File: config.mk
export PLATFORM = sky130hd
export DESIGN_NAME = relu_pool_ctrl
export DESIGN_NICKNAME = d
export VERILOG_FILES = /design/src/rtl/relu_pool_ctrl.sv
export SDC_FILE = /design/constraint.sdc
export NUM_CORES = 1
export LEC_CHECK = 0
export ABC_AREA = 1
export CORE_ASPECT_RATIO = 1.5
export CORE_MARGIN = 3
export CORE_UTILIZATION = 31
export CTS_BUF_LIST = sky130_fd_sc_hd__clkbuf_8
export CTS_CLUSTER_DIAMETER = 100
export DETAILED_ROUTE_END_ITERATION = 16
export GPL_TIMING_DRIVEN = 1
export PLACE_DENSITY_LB_ADDON = 0.2
export SLEW_MARGIN = 10
export SYNTH_ARGS = -nofsm -noshare
export SYNTH_HDL_FRONTEND = slang
export SYNTH_SLANG_ARGS = --single-unit
File: constraint.sdc
create_clock -name clk -period 4.38 [get_ports clk]
set_clock_uncertainty 0.15 [all_clocks]
set_input_delay 0.876 -clock clk [delete_from_list [all_inputs] [get_ports clk]]
set_output_delay 0.876 -clock clk [all_outputs]
set_load 0.02 [all_outputs]
File: src/rtl/relu_pool_ctrl.sv
// relu_pool_ctrl: ReLU + 2x2 max-pool sequencer over a single-port feature SRAM.
//
// For every output (oy outer, ox, c inner) it reads the four window taps from the
// feature SRAM, clamps negatives to zero and keeps the running maximum. The pooled
// value is then offered on a valid/ready write port. An odd trailing row or column
// of the input map is never read.
//
// Optional feature: define RELU_POOL_NEG_CNT_EN to add neg_count, a count of the
// negative taps seen in the current/most recent pass.
//
// Ports:
//   clk, rst   clock, synchronous active-high reset
//   start      one-cycle pulse, begins a pass (only honoured in idle)
//   busy       high from the cycle after an accepted start through the done cycle
//   done       one-cycle pulse at the end of a pass
//   rd_en      feature SRAM read strobe
//   rd_addr    feature SRAM address, (y*WIDTH + x)*CHANNELS + c
//   rd_data    read data, valid one cycle after rd_en
//   wr_valid   pooled result valid
//   wr_ready   sink ready; transfer when wr_valid && wr_ready
//   wr_addr    pooled address, (oy*(WIDTH/2) + ox)*CHANNELS + c
//   wr_data    pooled value (never negative)
//   neg_count  negative-tap counter (RELU_POOL_NEG_CNT_EN only)
module relu_pool_ctrl #(
    parameter int WIDTH    = 28,
    parameter int HEIGHT   = 28,
    parameter int CHANNELS = 16,
    parameter int DW       = 18,
    parameter int RA_W     = $clog2(WIDTH * HEIGHT * CHANNELS),
    parameter int WA_W     = $clog2((WIDTH / 2) * (HEIGHT / 2) * CHANNELS)
) (
    input  logic            clk,
    input  logic            rst,
    input  logic            start,
    output logic            busy,
    output logic            done,
    output logic            rd_en,
    output logic [RA_W-1:0] rd_addr,
    input  logic [DW-1:0]   rd_data,
    output logic            wr_valid,
    input  logic            wr_ready,
    output logic [WA_W-1:0] wr_addr,
`ifdef RELU_POOL_NEG_CNT_EN
    output logic [31:0]     neg_count,
`endif
    output logic [DW-1:0]   wr_data
);

    localparam int OW = WIDTH / 2;
    localparam int OH = HEIGHT / 2;
    localparam int XW = (OW > 1) ? $clog2(OW) : 1;
    localparam int YW = (OH > 1) ? $clog2(OH) : 1;
    localparam int CW = (CHANNELS > 1) ? $clog2(CHANNELS) : 1;

    typedef enum logic [2:0] {StIdle, StRead, StDrain, StWrite, StDone} state_e;

    state_e        state_q, state_d;
    logic [1:0]    tap_q;
    logic [XW-1:0] ox_q;
    logic [YW-1:0] oy_q;
    logic [CW-1:0] ch_q;
    logic          cap_vld_q, cap_first_q;
    logic [DW-1:0] acc_q;
    logic [DW-1:0] relu_val;
    logic          last_c, last_x, last_y, last_out, hs;
    logic [31:0]   py, px;

    assign last_c   = (ch_q == CW'(CHANNELS - 1));
    assign last_x   = (ox_q == XW'(OW - 1));
    assign last_y   = (oy_q == YW'(OH - 1));
    assign last_out = last_c && last_x && last_y;
    assign hs       = wr_valid && wr_ready;
    assign relu_val = rd_data[DW-1] ? '0 : rd_data;

    // State register
    always_ff @(posedge clk) begin
        if (rst) state_q <= StIdle;
        else     state_q <= state_d;
    end

    // Next-state logic
    always_comb begin
        state_d = state_q;
        unique case (state_q)
            StIdle:  if (start) state_d = StRead;
            StRead:  if (tap_q == 2'd3) state_d = StDrain;
            StDrain: state_d = StWrite;
            StWrite: if (wr_ready) state_d = last_out ? StDone : StRead;
            StDone:  state_d = StIdle;
            default: state_d = StIdle;
        endcase
    end

    // Outputs
    always_comb begin
        busy     = (state_q != StIdle);
        done     = (state_q == StDone);
        rd_en    = (state_q == StRead);
        wr_valid = (state_q == StWrite);
        // Tap bit 1 selects the lower row, bit 0 the right column of the window.
        py       = 2 * 32'(oy_q) + 32'(tap_q[1]);
        px       = 2 * 32'(ox_q) + 32'(tap_q[0]);
        rd_addr  = RA_W'((py * WIDTH + px) * CHANNELS + 32'(ch_q));
        wr_addr  = WA_W'((32'(oy_q) * OW + 32'(ox_q)) * CHANNELS + 32'(ch_q));
        wr_data  = acc_q;
    end

    // Tap counter; wraps to 0 after the fourth read
    always_ff @(posedge clk) begin
        if (rst)                    tap_q <= 2'd0;
        else if (state_q == StRead) tap_q <= tap_q + 2'd1;
        else                        tap_q <= 2'd0;
    end

    // Capture pipeline: rd_data belongs to the read issued one cycle earlier.
    // Both operands are non-negative after ReLU, so an unsigned compare suffices.
    always_ff @(posedge clk) begin
        if (rst) begin
            cap_vld_q   <= 1'b0;
            cap_first_q <= 1'b0;
            acc_q       <= '0;
        end else begin
            cap_vld_q   <= rd_en;
            cap_first_q <= rd_en && (tap_q == 2'd0);
            if (cap_vld_q && (cap_first_q || (relu_val > acc_q))) acc_q <= relu_val;
        end
    end

    // Output indices advance only on a write handshake; cleared after the last one
    always_ff @(posedge clk) begin
        if (rst) begin
            ox_q <= '0;
            oy_q <= '0;
            ch_q <= '0;
        end else if (hs) begin
            if (last_out) begin
                ox_q <= '0;
                oy_q <= '0;
                ch_q <= '0;
            end else if (!last_c) begin
                ch_q <= ch_q + CW'(1);
            end else begin
                ch_q <= '0;
                if (!last_x) begin
                    ox_q <= ox_q + XW'(1);
                end else begin
                    ox_q <= '0;
                    oy_q <= oy_q + YW'(1);
                end
            end
        end
    end

`ifdef RELU_POOL_NEG_CNT_EN
    logic [31:0] neg_q;

    always_ff @(posedge clk) begin
        if (rst)                                neg_q <= '0;
        else if ((state_q == StIdle) && start)  neg_q <= '0;
        else if (cap_vld_q && rd_data[DW-1])    neg_q <= neg_q + 32'd1;
    end

    assign neg_count = neg_q;
`endif

endmodule

==> results of run 1 <==
## cell usage after synthesis (2+ instances only)
library cell	number	share of area, %
a21oi_1	28	4.6
a21oi_2	4	1.2
a31oi_1	2	0.41
buf_2	3	0.49
buf_4	7	1.7
buf_6	4	1.5
clkbuf_1	3	0.37
dfxtp_1	36	24
fa_1	8	5.3
ha_1	39	16
inv_1	73	9.0
inv_2	2	0.25
nand2_1	93	12
nand2_2	4	0.82
nand3_1	26	4.3
nand3_2	3	0.99
nand4_1	2	0.41
nor2_1	47	5.8
nor2_2	3	0.62
nor3_1	7	1.2
nor3b_1	2	0.49
o21ai_0	7	1.2
xnor2_1	3	0.87
xor2_1	13	3.8
## path summary, 6_finish.rpt
path | from | to
worst min-delay path | tap_q[0]$_SDFF_PP0_ | tap_q[0]$_SDFF_PP0_
worst min register to register | tap_q[0]$_SDFF_PP0_ | tap_q[0]$_SDFF_PP0_
worst max register to register | wr_data[9]$_SDFFE_PP0P_ | wr_data[7]$_SDFFE_PP0P_
worst max-delay path | oy_q[0]$_SDFFE_PP0P_ | wr_addr[10]
## cell type report
type | instances | area share, %
Clock inverter | 3 | 1.20
Clock buffer | 5 | 1.79
Multi-Input combinational cell | 301 | 48.8
Timing Repair Buffer | 71 | 18.4
Sequential cell | 36 | 18.8
Tap cell | 112 | 3.64
Inverter | 76 | 7.40
## repair_timing
item                                    4_1_cts  5_1_grt
pin swaps                                     0        1
endpoints found under the setup margin        3        2
gates resized for setup                       2        2
gates cloned                                  0        0
## report_power, final
group          switching [mW]  total [mW]  internal, mW
registers              0.0357       0.410         0.374
logic                   0.318       0.534         0.217
clock network           0.138       0.310         0.172
## cell usage in the layout (no fill, tap or decap)
| cell | Yosys | routed |
|---|---|---|
| bufinv_16 | 0 | 1 |
| inv_2 | 2 | 2 |
| xor2_1 | 13 | 13 |
| inv_1 | 73 | 73 |
| clkinv_1 | 1 | 1 |
| nor3b_1 | 2 | 2 |
| nor2_2 | 3 | 3 |
| clkbuf_8 | 0 | 5 |
| nand2_1 | 93 | 93 |
| nor4_1 | 1 | 1 |
| nor3b_2 | 1 | 1 |
| a31oi_1 | 2 | 2 |
| o21ai_1 | 1 | 1 |
| nand4_1 | 2 | 2 |
| and3_1 | 1 | 1 |
| dfxtp_2 | 0 | 2 |
| clkinvlp_4 | 0 | 1 |
| a21oi_2 | 4 | 4 |
| nand2_4 | 1 | 1 |
| nor2_1 | 47 | 47 |
| nand2_2 | 4 | 4 |
| conb_1 | 1 | 1 |
| nand3_2 | 3 | 3 |
| inv_6 | 0 | 1 |
| fa_1 | 8 | 8 |
| xnor2_1 | 3 | 3 |
| clkdlybuf4s50_1 | 0 | 66 |
| o21bai_1 | 1 | 1 |
| dfxtp_1 | 36 | 34 |
| ha_1 | 39 | 39 |
| nand3b_1 | 1 | 1 |
| a21oi_1 | 28 | 28 |
| a21o_2 | 1 | 1 |
| nand3_1 | 26 | 26 |
| o21ai_0 | 7 | 7 |
| nor3_1 | 7 | 7 |
| nor2_4 | 1 | 1 |
| dlymetal6s2s_1 | 0 | 2 |
| buf_4 | 7 | 3 |
## worst reg2reg max path, delay by kind of cell (launching register included)
| kind | cells | cell delay [ns] |
|---|---|---|
| AND/OR/NAND/NOR | 11 | 1.20 |
| buffers and inverters | 1 | 0.05 |
| flip-flops | 1 | 0.36 |
| adder cells (fa/ha/maj) | 1 | 0.29 |
## kinds of logic after synthesis
logic type      count (synthesis)  synth area share (%)
buf+inv                        94                  14.1
xor+xnor                       16                  4.62
simple gates                  193                  27.9
other cells                     1                 0.124
flops                          36                  23.8
compound gates                 44                  8.04
fa+ha+maj                      47                  21.4
## per-layer routing
layer	up-vias	GRT usage (%)	wire length (um)
met5	-	0	0
met4	0	4.59	167
met3	9	2.58	313
met2	56	25.9	3780
met1	1273	13.9	2850
li1	1452	-	-
## flip-flops by register name, indices dropped and copies added, names as in the netlist
register	count
wr_data	17
ch_q	4
ox_q	4
oy_q	4
state_q	3
tap_q	2
cap_first_q	1
cap_vld_q	1
==> impl_metrics.json, run 1 <==
{
  "status": "complete, no violations",
  "place_ws_ns": 0.331,
  "slew_headroom_pct": 48.6,
  "cp.buffers_inverters": 1,
  "vias": 2790,
  "ctsHoldBuffers": 0,
  "wl_um": 7110,
  "hpwlAfterDp_um": 5640,
  "min_path_type": "flop to flop",
  "finish.utilization_pct": 40.9,
  "grt_max_degree": 35,
  "firstDrtPassIters": 4,
  "max-cap-violations": 0,
  "wl_per_cell_um": 11.8,
  "drc": 0,
  "start_util_pct": 32.2,
  "drtAntennaViolNets": 0,
  "num_antenna_cells": 0,
  "dp.cells": 596,
  "track_usage_pct": 13.4,
  "seq_area_frac_synth_pct": 23.8,
  "timing.final.setup_violations": 0,
  "crit_slowest_cell": "clkdlybuf4s50_1",
  "path_cells": "fa_1, ha_1, ha_1, nand2_1, nand2_1, a31oi_1, nor3_1, xor2_1, clkdlybuf4s50_1",
  "synth_edf_count": 0,
  "dieArea_mm2": 0.0110,
  "worstPathRequired_ns": 3.35,
  "cts.sinks": 36,
  "die_w_um": 86.8,
  "clock.fmax_ghz": 0.238,
  "multi_input_area_mm2": 0.00188,
  "finalMaxSlewViolations": 0,
  "min_path_cells": 1,
  "synth_nets": 500,
  "path_delay_family": "adder cells",
  "cts_buffers": 5,
  "setup_tns_ns": 0,
  "peakVddDrop_v": 0.000168,
  "grt_pass1_vias": 2733,
  "clkLatencyLatePin_ns": 0.30,
  "synth.avg_cell_area_um2": 7.04,
  "rsz0062_at_grt": "false",
  "critPathLaunchType": "flop",
  "cts_buffer_depth": 2,
  "synth_flop_cell": "dfxtp_1",
  "fill_cells": 978,
  "fp.coreArea_mm2": 0.00942,
  "antenna_found_initial": 0,
  "period_share_pct": 95.8,
  "placed_area_mm2": 0.00373,
  "die_h_um": 127,
  "r2r_cells": 13,
  "hold_violations": 0,
  "ys.warnings.count": 0,
  "place.gp.congestion": 0.832,
  "synthArstFlopShare_pct": 0,
  "portBuffers": 68,
  "clkTransAtPathRegs_ns": 0.09,
  "path_depth": 9,
  "drt_iter0_drc": 42,
  "cp_max_fo": 9,
  "rows": 43,
  "critPathMaxStageDelay_ns": 0.62,
  "fin_ws_ns": 0.183,
  "cts_max_level": 2,
  "arrival_ns": 3.17,
  "ys_types": 36,
  "whs_ns": 0.322,
  "r2r_slack_ns": 2.21,
  "worstMarginPinSlew_ns": 0.770,
  "fin_total_pwr_mw": 1.25,
  "min_period_ns": 4.20,
  "synth-seq-cells": 36,
  "area_delta_synth_final_pct": 27.1,
  "grt_pass1_wl_um": 12000,
  "p_leak_nw": 1.92,
  "overflow": 0,
  "critPathCaptureType": "output pin",
  "nets": 560,
  "io_pins": 70,
  "final_cells": 604,
  "syn_area_mm2": 0.00303,
  "regArea_um2": 723,
  "post_drt_via_cell_ratio": 4.62,
  "drive_above_1_share_pct": 6.71,
  "cts-root-buf": "clkbuf_8",
  "cts_tree": "built",
  "pwr_density_cell_mw_per_mm2": 325,
  "netlist_instances": 431,
  "cts_setup_buffers": 0,
  "fin_area_mm2": 0.00385,
  "critPathKind": "flop to output pin"
}
Note: power is estimated with default switching activity, not from simulation.
==> run 2, diff against run 1 <==
--- a/config.mk
+++ b/config.mk
@@ -12,9 +12,10 @@
 export CTS_BUF_LIST = sky130_fd_sc_hd__clkbuf_8
 export CTS_CLUSTER_DIAMETER = 100
 export DETAILED_ROUTE_END_ITERATION = 16
+export DONT_BUFFER_PORTS = 1
 export GPL_TIMING_DRIVEN = 1
 export PLACE_DENSITY_LB_ADDON = 0.2
-export SLEW_MARGIN = 10
+export SLEW_MARGIN = 20
 export SYNTH_ARGS = -nofsm -noshare
 export SYNTH_HDL_FRONTEND = slang
 export SYNTH_SLANG_ARGS = --single-unit
==> impl_metrics.json, run 2 (synthesized netlist as in run 1, its figures left out) <==
{
  "critPathMaxStageDelay_ns": 0.58,
  "die_w_um": 86.8,
  "drc": 0,
  "largest_reg_flops": 17,
  "post_drt_via_cell_ratio": 4.73,
  "final_cells": 534,
  "die_h_um": 127,
  "fin_total_pwr_mw": 1.09,
  "area_delta_synth_final_pct": 3.18,
  "cts.sinks": 36,
  "cts_tree": "built",
  "dp.cells": 526,
  "hold_violations": 0,
  "critPathLaunchType": "flop",
  "final_common_cell": "nand2_1",
  "finalMaxSlewViolations": 0,
  "rsz0062_at_grt": "false",
  "drtAntennaViolNets": 0,
  "path_cells": "fa_1, ha_1, inv_1, fa_1, o21ai_0, xor2_1, nand3b_1, xnor2_1",
  "grt_pass1_vias": 2540,
  "critPathCaptureType": "output pin",
  "cts_setup_buffers": 0,
  "status": "complete, no violations",
  "drive_above_1_share_pct": 6.87,
  "wl_um": 6710,
  "arrival_ns": 2.92,
  "fill_cells": 1014,
  "crit_slowest_cell": "fa_1",
  "io_pins": 70,
  "antenna_found_initial": 0,
  "nets": 490,
  "overflow": 0,
  "portBuffers": 0,
  "peakVddDrop_v": 0.000172,
  "mostFrequentLayoutCells": "93 x nand2_1, 73 x inv_1, 47 x nor2_1",
  "cts_buffer_depth": 2,
  "grt_pass1_wl_um": 11600,
  "min_period_ns": 3.95,
  "cp_max_fo": 9,
  "firstDrtPassIters": 4,
  "finish.utilization_pct": 33.2,
  "clkLatencyLatePin_ns": 0.29,
  "setup_tns_ns": 0,
  "track_usage_pct": 12.8,
  "place.gp.congestion": 0.770,
  "placed_area_mm2": 0.00304,
  "worstMarginPinSlew_ns": 0.723,
  "p_leak_nw": 1.62,
  "max-cap-violations": 0,
  "num_antenna_cells": 0,
  "critPathKind": "flop to output pin",
  "ctsHoldBuffers": 0,
  "rows": 43,
  "wl_per_cell_um": 12.6,
  "period_share_pct": 90.1,
  "pwr_density_cell_mw_per_mm2": 348,
  "min_path_type": "flop to flop",
  "worstPathRequired_ns": 3.35,
  "vias": 2524,
  "timing.final.setup_violations": 0,
  "clock.fmax_ghz": 0.253,
  "dieArea_mm2": 0.0110,
  "hpwlAfterDp_um": 5350,
  "cts-root-buf": "clkbuf_8",
  "fin_area_mm2": 0.00313,
  "cts_buffers": 5,
  "cp_common_cell": "fa_1",
  "ctsResizeCount": 0,
  "drt_iter0_drc": 56,
  "grt_max_degree": 35,
  "cts_max_level": 2,
  "slew_headroom_pct": 51.7,
  "start_util_pct": 32.2,
  "fp.coreArea_mm2": 0.00942,
  "clkTransAtPathRegs_ns": 0.07
}
run 2: changes by cell type in the layout (fill, tap and decap cells not counted), moves of 2 or more:
| cell | delta |
|---|---|
| clkinv_2 | +2 |
| dfxtp_1 | +2 |
| buf_4 | -2 |
| dfxtp_2 | -2 |
| clkdlybuf4s50_1 | -66 |
| dlymetal6s2s_1 | -2 |
run 2: cell type report:
| class | count | area [um^2] | share of cell area, % |
|---|---|---|---|
| Clock buffer | 6 | 82.6 | 2.64 |
| Clock inverter | 2 | 10.0 | 0.320 |
| Inverter | 76 | 285 | 9.12 |
| Multi-Input combinational cell | 301 | 1880 | 60.2 |
| Sequential cell | 36 | 721 | 23.0 |
| Tap cell | 112 | 140 | 4.48 |
| Timing Repair Buffer | 1 | 7.51 | 0.240 |
run 2: path summary, 6_finish.rpt:
path	start	endpoint	slack [ns]	depth (start not counted)
setup / recovery	oy_q[0]$_SDFFE_PP0P_	rd_addr[13]	0.43	8
hold / removal	tap_q[0]$_SDFF_PP0_	tap_q[0]$_SDFF_PP0_	0.41	1
setup reg to reg	wr_data[9]$_SDFFE_PP0P_	wr_data[8]$_SDFFE_PP0P_	2.04	13
hold reg to reg	tap_q[0]$_SDFF_PP0_	tap_q[0]$_SDFF_PP0_	0.41	1
run 2: worst max-delay path, delay by kind of cell (launching register included):
family,cells,cell delay (ns)
DFF,1,0.43
buffers and inverters,1,0.06
AOI/OAI and AO/OA,1,0.21
xor gates and xnor gates,2,0.66
and+or+nand+nor,1,0.12
adders and majority gates,3,1.15
run 2: power breakdown:
part	total (mW)	internal (mW)	switching, mW
logic	0.379	0.124	0.255
clock network	0.252	0.126	0.126
registers	0.459	0.374	0.0841
total	1.09	0.624	0.465
run 2: per-layer routing:
| layer | vias to the layer above | track usage [%] | wire length (um) |
|---|---|---|---|
| li1 | 1315 | - | - |
| met3 | 2 | 3.48 | 437 |
| met2 | 61 | 25.4 | 3690 |
| met5 | - | 0 | 0 |
| met1 | 1146 | 12.7 | 2540 |
| met4 | 0 | 3.30 | 46 |
run 2: metrics by stage:
step                hold slack [ns]  setup slack [ns]
floorplan                     0.350             0.881
global placement              0.400             0.724
detailed placement            0.410             0.709
global route                  0.448             0.164
finish                        0.410             0.433
CTS                           0.423             0.378
